File: src/rtl/fnd_scan_if.sv
// Host/decoder-side signal bundle for the FND scan controller.
// slave = controller side, master = host/decoder/testbench side.
interface fnd_scan_if #(
  parameter int NUM_DIG = 4
);
  logic                 scan_en;
  logic                 data_wr;
  logic [4*NUM_DIG-1:0] data_in;
  logic [NUM_DIG-1:0]   dig_blank;
  logic                 seg7_en;
  logic                 seg7_off;
  logic [3:0]           seg7_cnt;
  logic [NUM_DIG-1:0]   dig_sel;
  logic                 frame_start;

  modport slave (
    input  scan_en, data_wr, data_in, dig_blank,
    output seg7_en, seg7_off, seg7_cnt, dig_sel, frame_start
  );

  modport master (
    output scan_en, data_wr, data_in, dig_blank,
    input  seg7_en, seg7_off, seg7_cnt, dig_sel, frame_start
  );
endinterface

File: src/rtl/fnd_scan_ctrl.sv
// Time-multiplexed scan controller for an NUM_DIG-digit 7-segment display.
// Define FND_LZB_EN to enable leading-zero blanking of digits above digit 0.
module fnd_scan_ctrl #(
  parameter int NUM_DIG   = 4,
  parameter int SCAN_DIV  = 48000,
  parameter int BLANK_CYC = 16
) (
  input  logic      clk,
  input  logic      rstn,
  fnd_scan_if.slave bus
);
  // state | meaning
  // BLANK | tc <  BLANK_CYC, all digits deselected
  // LOAD  | tc == BLANK_CYC, one-cycle load strobe to the decoder
  // SHOW  | tc >  BLANK_CYC, current digit selected
  typedef enum logic [1:0] {ST_BLANK, ST_LOAD, ST_SHOW} state_t;

  localparam int TCW = (SCAN_DIV > 2) ? $clog2(SCAN_DIV) : 1;
  localparam int IW  = $clog2(NUM_DIG);
  localparam int DW  = 4 * NUM_DIG;
  localparam logic [TCW-1:0] LAST_TC  = TCW'(SCAN_DIV - 1);
  localparam logic [TCW-1:0] BLANK_TC = TCW'(BLANK_CYC);
  localparam logic [IW-1:0]  LAST_IDX = IW'(NUM_DIG - 1);
  localparam state_t SLOT_ST = (BLANK_CYC == 0) ? ST_LOAD : ST_BLANK;

  state_t             state_q, state_d;
  logic [TCW-1:0]     tc_q, tc_d;
  logic [IW-1:0]      idx_q, idx_d;
  logic               run_q, run_d;
  logic [DW-1:0]      shd_data_q, shd_data_d;
  logic [NUM_DIG-1:0] shd_blank_q, shd_blank_d;
  logic [DW-1:0]      act_data_q, act_data_d;
  logic [NUM_DIG-1:0] act_blank_q, act_blank_d;
  logic               seg7_en_q, seg7_en_d;
  logic               seg7_off_q, seg7_off_d;
  logic [3:0]         seg7_cnt_q, seg7_cnt_d;
  logic [NUM_DIG-1:0] dig_sel_q, dig_sel_d;
  logic               frame_start_q, frame_start_d;
  logic [NUM_DIG-1:0] lzb_mask;

  always_ff @(posedge clk or negedge rstn) begin
    if (!rstn) begin
      state_q <= ST_BLANK;
      tc_q    <= '0;
      idx_q   <= '0;
      run_q   <= 1'b0;
    end else begin
      state_q <= state_d;
      tc_q    <= tc_d;
      idx_q   <= idx_d;
      run_q   <= run_d;
    end
  end

  // A fresh start (reset release or scan_en rising) opens digit 0's slot at tc==0.
  always_comb begin
    state_d = state_q;
    tc_d    = tc_q;
    idx_d   = idx_q;
    run_d   = run_q;
    if (!bus.scan_en) begin
      state_d = ST_BLANK;
      tc_d    = '0;
      idx_d   = '0;
      run_d   = 1'b0;
    end else if (!run_q) begin
      state_d = SLOT_ST;
      tc_d    = '0;
      idx_d   = '0;
      run_d   = 1'b1;
    end else begin
      if (tc_q == LAST_TC) begin
        tc_d  = '0;
        idx_d = (idx_q == LAST_IDX) ? '0 : idx_q + IW'(1);
      end else begin
        tc_d = tc_q + TCW'(1);
      end
      case (state_q)
        ST_BLANK: if (tc_d == BLANK_TC) state_d = ST_LOAD;
        ST_LOAD:  state_d = ST_SHOW;
        ST_SHOW:  if (tc_q == LAST_TC) state_d = SLOT_ST;
        default:  state_d = ST_BLANK;
      endcase
    end
  end

  // Shadow takes host writes; active follows shadow at the end of the
  // frame_start cycle, so a write in that very cycle passes straight through.
  always_comb begin
    shd_data_d  = bus.data_wr ? bus.data_in   : shd_data_q;
    shd_blank_d = bus.data_wr ? bus.dig_blank : shd_blank_q;
    act_data_d  = frame_start_q ? shd_data_d  : act_data_q;
    act_blank_d = frame_start_q ? shd_blank_d : act_blank_q;
  end

  always_ff @(posedge clk or negedge rstn) begin
    if (!rstn) begin
      shd_data_q  <= '0;
      shd_blank_q <= '0;
      act_data_q  <= '0;
      act_blank_q <= '0;
    end else begin
      shd_data_q  <= shd_data_d;
      shd_blank_q <= shd_blank_d;
      act_data_q  <= act_data_d;
      act_blank_q <= act_blank_d;
    end
  end

`ifdef FND_LZB_EN
  // Digit k blanks when it and every more significant nibble are zero.
  always_comb begin
    logic upper_zero;
    upper_zero = 1'b1;
    lzb_mask   = '0;
    for (int k = NUM_DIG - 1; k >= 1; k--) begin
      upper_zero  = upper_zero & (act_data_d[4*k +: 4] == 4'h0);
      lzb_mask[k] = upper_zero;
    end
  end
`else
  assign lzb_mask = '0;
`endif

  always_comb begin
    seg7_en_d     = (state_d == ST_LOAD);
    seg7_cnt_d    = seg7_cnt_q;
    seg7_off_d    = seg7_off_q;
    if (seg7_en_d) begin
      seg7_cnt_d = act_data_d[{idx_d, 2'b00} +: 4];
      seg7_off_d = act_blank_d[idx_d] | lzb_mask[idx_d];
    end
    dig_sel_d = '1;
    if (state_d == ST_SHOW) dig_sel_d[idx_d] = 1'b0;
    frame_start_d = bus.scan_en && (tc_d == '0) && (idx_d == '0);
  end

  always_ff @(posedge clk or negedge rstn) begin
    if (!rstn) begin
      seg7_en_q     <= 1'b0;
      seg7_off_q    <= 1'b1;
      seg7_cnt_q    <= 4'h0;
      dig_sel_q     <= '1;
      frame_start_q <= 1'b0;
    end else begin
      seg7_en_q     <= seg7_en_d;
      seg7_off_q    <= seg7_off_d;
      seg7_cnt_q    <= seg7_cnt_d;
      dig_sel_q     <= dig_sel_d;
      frame_start_q <= frame_start_d;
    end
  end

  assign bus.seg7_en     = seg7_en_q;
  assign bus.seg7_off    = seg7_off_q;
  assign bus.seg7_cnt    = seg7_cnt_q;
  assign bus.dig_sel     = dig_sel_q;
  assign bus.frame_start = frame_start_q;
endmodule

File: src/flat_wrapper.sv
// flat-port wrapper written by rule: the top's interface ports become plain ports
module fnd_scan_ctrl_flat 
#(
  parameter int NUM_DIG   = 4,
  parameter int SCAN_DIV  = 48000,
  parameter int BLANK_CYC = 16
)
  (clk, rstn, bus_scan_en, bus_data_wr, bus_data_in, bus_dig_blank, bus_seg7_en, bus_seg7_off, bus_seg7_cnt, bus_dig_sel, bus_frame_start);
  fnd_scan_if #(.NUM_DIG(NUM_DIG)) bus_i ();
  input  logic clk;
  input  logic rstn;
  input wire logic [$bits(bus_i.scan_en)-1:0] bus_scan_en;
  input wire logic [$bits(bus_i.data_wr)-1:0] bus_data_wr;
  input wire logic [$bits(bus_i.data_in)-1:0] bus_data_in;
  input wire logic [$bits(bus_i.dig_blank)-1:0] bus_dig_blank;
  output wire logic [$bits(bus_i.seg7_en)-1:0] bus_seg7_en;
  output wire logic [$bits(bus_i.seg7_off)-1:0] bus_seg7_off;
  output wire logic [$bits(bus_i.seg7_cnt)-1:0] bus_seg7_cnt;
  output wire logic [$bits(bus_i.dig_sel)-1:0] bus_dig_sel;
  output wire logic [$bits(bus_i.frame_start)-1:0] bus_frame_start;
  assign bus_i.scan_en = bus_scan_en;
  assign bus_i.data_wr = bus_data_wr;
  assign bus_i.data_in = bus_data_in;
  assign bus_i.dig_blank = bus_dig_blank;
  assign bus_seg7_en = bus_i.seg7_en;
  assign bus_seg7_off = bus_i.seg7_off;
  assign bus_seg7_cnt = bus_i.seg7_cnt;
  assign bus_dig_sel = bus_i.dig_sel;
  assign bus_frame_start = bus_i.frame_start;
  fnd_scan_ctrl #(.NUM_DIG(NUM_DIG), .SCAN_DIV(SCAN_DIV), .BLANK_CYC(BLANK_CYC)) u_core (.clk(clk), .rstn(rstn), .bus(bus_i));
endmodule
File: config.mk
export PLATFORM = sky130hd
export DESIGN_NAME = fnd_scan_ctrl_flat
export DESIGN_NICKNAME = d
export VERILOG_FILES = /design/src/rtl/fnd_scan_if.sv /design/src/rtl/fnd_scan_ctrl.sv /design/src/flat_wrapper.sv
export SDC_FILE = /design/constraint.sdc
export NUM_CORES = 1
export LEC_CHECK = 0
export ABC_AREA = 1
export CAP_MARGIN = 40
export CORE_MARGIN = 2
export CORE_UTILIZATION = 40
export CTS_CLUSTER_SIZE = 14
export DETAILED_ROUTE_END_ITERATION = 10
export PLACE_DENSITY_LB_ADDON = 0.25
export RECOVER_POWER = 50
export SLEW_MARGIN = 10
export SYNTH_ARGS = -nofsm -noshare
export SYNTH_HDL_FRONTEND = slang
export SYNTH_SLANG_ARGS = --single-unit
File: constraint.sdc
create_clock -name clk -period 1.7 [get_ports clk]
set_clock_uncertainty 0.05 [all_clocks]
set_input_delay 0.34 -clock clk [delete_from_list [all_inputs] [get_ports clk]]
set_output_delay 0.34 -clock clk [all_outputs]
set_load 0.05 [all_outputs]
==> summary.md <==
| Metric | Value |
|---|---|
| Combinational share of power | `11.6%` |
| Relative slew slack | `58.3%` |
| First-pass GRT wire length | `14800 um` |
| Post-layout min period | `1970 ps` |
| Final Cell Area | `0.00503 mm2` |
| Initial core utilization | `41.0%` |
| Clock Latency Late Sink | `360 ps` |
| Worst-path cell chain | `ha_4, nand2_4, nor2_4, nand3_2, nor2_4, nor2_4, nor2_4, nand3_2, nor2_4, nor2_1, nor2_1` |
| Clock sink count | `72` |
| Cell variety after synth | `27` |
| H-tree levels | `3` |
| Detailed Routing Iterations Pass 1 | `4` |
| Total GRT Usage | `19.4%` |
| Layout cells sized above 1 | `30.9%` |
| Crit. End Element | `register` |
| Mapped cell area | `0.00354 mm2` |
| Vias in the first global route | `3188` |
| Failing checks | `negative setup slack` |
| Synth warn | `0` |
| Max-slew violation count | `0` |
| Peak Freq | `508 MHz` |
| FILL cells | `763` |
| Peak supply drop | `385 uV` |
| Syn Inst Count | `455` |
| PnR worst setup slack | `-269 ps` |
| Pre-CTS setup slack | `-472 ps` |
| Worst hold path class | `primary input to asynchronous set/reset pin` |
| Final net count | `588` |
| # DRC | `0` |
| WL/cell | `13.1 um` |
| R2r startpoint | `u_core.tc_q[1]` |
| Maxcap violations | `0` |
| Status | `finished with violations` |
| Placer Congestion | `0.886` |
| Antenna violations before repair | `0` |
| Area contributors post-synth | `dfrtp_1 47%, nand2_1 14%, inv_1 7.5%, nor2_1 5.8%, o21ai_0 4.1%` |
| Clock-pin slew on the worst setup and hold paths | `80 ps` |
| Synthesized net count | `481` |
| Area growth from synthesis to layout | `42.0%` |
| Critical path depth in cells | `11` |
| Least-Margin Pin Slew | `626 ps` |
| Fin. Hold Viols | `0` |
| Clock group share of total power | `36.1%` |
| Worst r2r dst | `u_core.bus.seg7_off` |
| Vias post-DR | `3182` |
| Int Power | `2.58 mW` |
| WP data arrival | `2220 ps` |
| Die ar. | `0.00963 mm2` |
| CP startpoint | `u_core.tc_q[1]` |
| Seq/Total Area, Yosys | `51.0%` |
| First DRT Iteration DRCs | `135` |
| Leakage power | `2.54 nW` |
| Antenna Cells | `0` |
| Share of the synthesized area in the top cell type | `47.3%` |
| Post-DP HPWL | `6370 um` |
| Period utilization | `116%` |
| Critical Path RT | `1950 ps` |
| Clk buf depth | `2` |
| Critical path's slowest cell | `dfrtp_1` |
| Largest net degree at the start of global routing | `64` |
| IO Count | `35` |
| Crit path kind | `register to register` |
| Syn Area/Cell | `7.79 um2` |
| Gr ovfl total | `0` |
| Max incr delay on CP | `410 ps` |
| Hold Slack | `451 ps` |
| Site Rows | `34` |
| Port Buffers | `34` |
| Root Driver | `clkbuf_8` |
| CP Max Fanout | `6` |
| Switching power total | `1.00 mW` |
| Final non-filler cell total | `675` |
| CTS tree | `done` |
| Width of the die | `98.1 um` |
| DR vias/cell | `4.71` |
| Leading area contributor after synthesis | `dfrtp_1` |
| Detail Route Antenna Nets | `0` |
| Most frequent cell on the critical path | `nor2_4` |
| WP buf/inv | `0` |
| Setup Viol. Count Final | `11` |
| Die Span Y | `98.1 um` |
| CP top delay family | `simple AND/OR/NAND/NOR gates` |
| Worst Setup EP | `u_core.bus.seg7_off` |
| Startpoint types | `register` |
| CORE AREA | `0.00864 mm2` |
| Seq cells post-synth | `72` |
| DP Cell Count | `649` |
| Switch share | `28.0%` |
| Cell Area, Placed | `0.00455 mm2` |
| RSZ-0062 raised after global routing | `yes` |
| Drt total wl | `8840 um` |
| Sequential Power Share | `52.3%` |
| Worst reg-to-reg setup slack | `-270 ps` |
| PD cells | `711 mW/mm2` |
| Pwr Total | `3.58 mW` |
| Number of buffers created by CTS | `9` |
| R2r worst-path depth | `11` |
[cells in the mapped netlist, drive strengths merged]
library cell / number
ha: 2
nand2: 132
nand3: 29
dfrtp: 67
clkbuf: 7
or2: 1
xor2: 1
o21bai: 2
nand3b: 1
nand4: 17
mux2: 10
o21ai: 35
nor3: 1
dfstp: 5
buf: 5
nor2: 61
o211ai: 1
inv: 74
a21oi: 4
[placed cells by master (no fill, tap or decap), types with 5 or more instances in the layout]
| cell | instances |
|---|---|
| mux2_2 | 10 |
| nor2_4 | 13 |
| buf_4 | 68 |
| dfrtp_1 | 63 |
| nor2_2 | 10 |
| dfstp_2 | 5 |
| nor2_1 | 38 |
| nand2_1 | 114 |
| nand4_1 | 17 |
| o21ai_0 | 27 |
| buf_12 | 8 |
| buf_6 | 7 |
| inv_1 | 69 |
| nand3_1 | 22 |
| clkdlybuf4s50_1 | 20 |
| nand2_4 | 6 |
| nand2_2 | 13 |
| o21ai_1 | 8 |
| clkbuf_8 | 9 |
[cell families after synthesis]
logic type               Yosys count  synth area share, %
AO/OA/AOI/OAI                     42                 6.14
adder cells (fa/ha/maj)            2                0.706
multiplexers                      10                 3.18
flip-flops                        72                 51.0
buffers and inverters             86                 9.25
XOR/XNOR                           1                0.247
AND/OR/NAND/NOR                  242                 29.5
[worst reg2reg max path, delay by kind of cell, from the launching register on]
family / cells / cell delay [ps]
adders and majority gates: 1 / 190
DFF: 1 / 410
and+or+nand+nor: 10 / 1250
[state kept, by name, indices dropped and copies added, names as in the netlist]
signal,count
u_core.act_blank_q,4
u_core.act_data_q,16
u_core.bus.dig_sel,4
u_core.bus.frame_start,1
u_core.bus.seg7_cnt,4
u_core.bus.seg7_en,1
u_core.bus.seg7_off,1
u_core.idx_q,2
u_core.run_q,1
u_core.shd_blank_q,4
u_core.shd_data_q,16
u_core.state_q,2
u_core.tc_q,16
[through the flow]
stage | setup TNS [ps] | utilization (%)
finish | -1880 | 58.3
global route | -4640 | 58.3
CTS | -1740 | 56.7
detailed placement | -3610 | 52.7
global placement | -3440 | 52.7
floorplan | -15.4 | -
[layer usage]
layer	track usage (%)	vias to the layer above	wire [um]
li1	-	1635	-
met1	27.0	1485	4260
met2	30.2	51	4080
met3	4.22	11	354
met4	6.85	0	153
met5	0	-	0
[final cells by class]
class	instances	area (um2)	area share (%)
sequential	72	1810	36.0
inverter	74	280	5.57
tap	108	135	2.68
clock buffer	9	124	2.46
timing repair buffer	107	983	19.5
multi-input combinational	298	1640	32.5
clock inverter	7	61.3	1.22
[power groups by stage]
stage                     clock network, mW  logic (mW)  registers [mW]
final                                  1.29       0.416            1.87
after global routing                   1.42       0.477            1.89
after CTS                              1.33       0.420            1.88
after detailed placement                  0       0.408            1.91
after global placement                    0       0.399            1.90
after floorplan                           0       0.221            1.90
[how the worst min path moves through the flow]
stage | from | to | slack (ps) | cells after the start
floorplan | rstn | u_core.act_blank_q[0] | -6 | 0
global placement | rstn | u_core.tc_q[1] | 190 | 1
detailed placement | rstn | u_core.tc_q[1] | 190 | 1
finish | rstn | u_core.tc_q[1] | 450 | 2
global route | u_core.act_blank_q[0] | u_core.act_blank_q[0] | 470 | 1
CTS | rstn | u_core.tc_q[3] | 340 | 2
[repair_timing]
action,CTS,global route
buffers inserted,4,4
endpoints found under the setup margin,14,17
gates cloned,1,0
endpoints found under the hold margin,9,0
hold buffers,1,0
resized for setup,29,39
pin swaps,10,20
No activity file was read; power rests on OpenSTA's default activity.
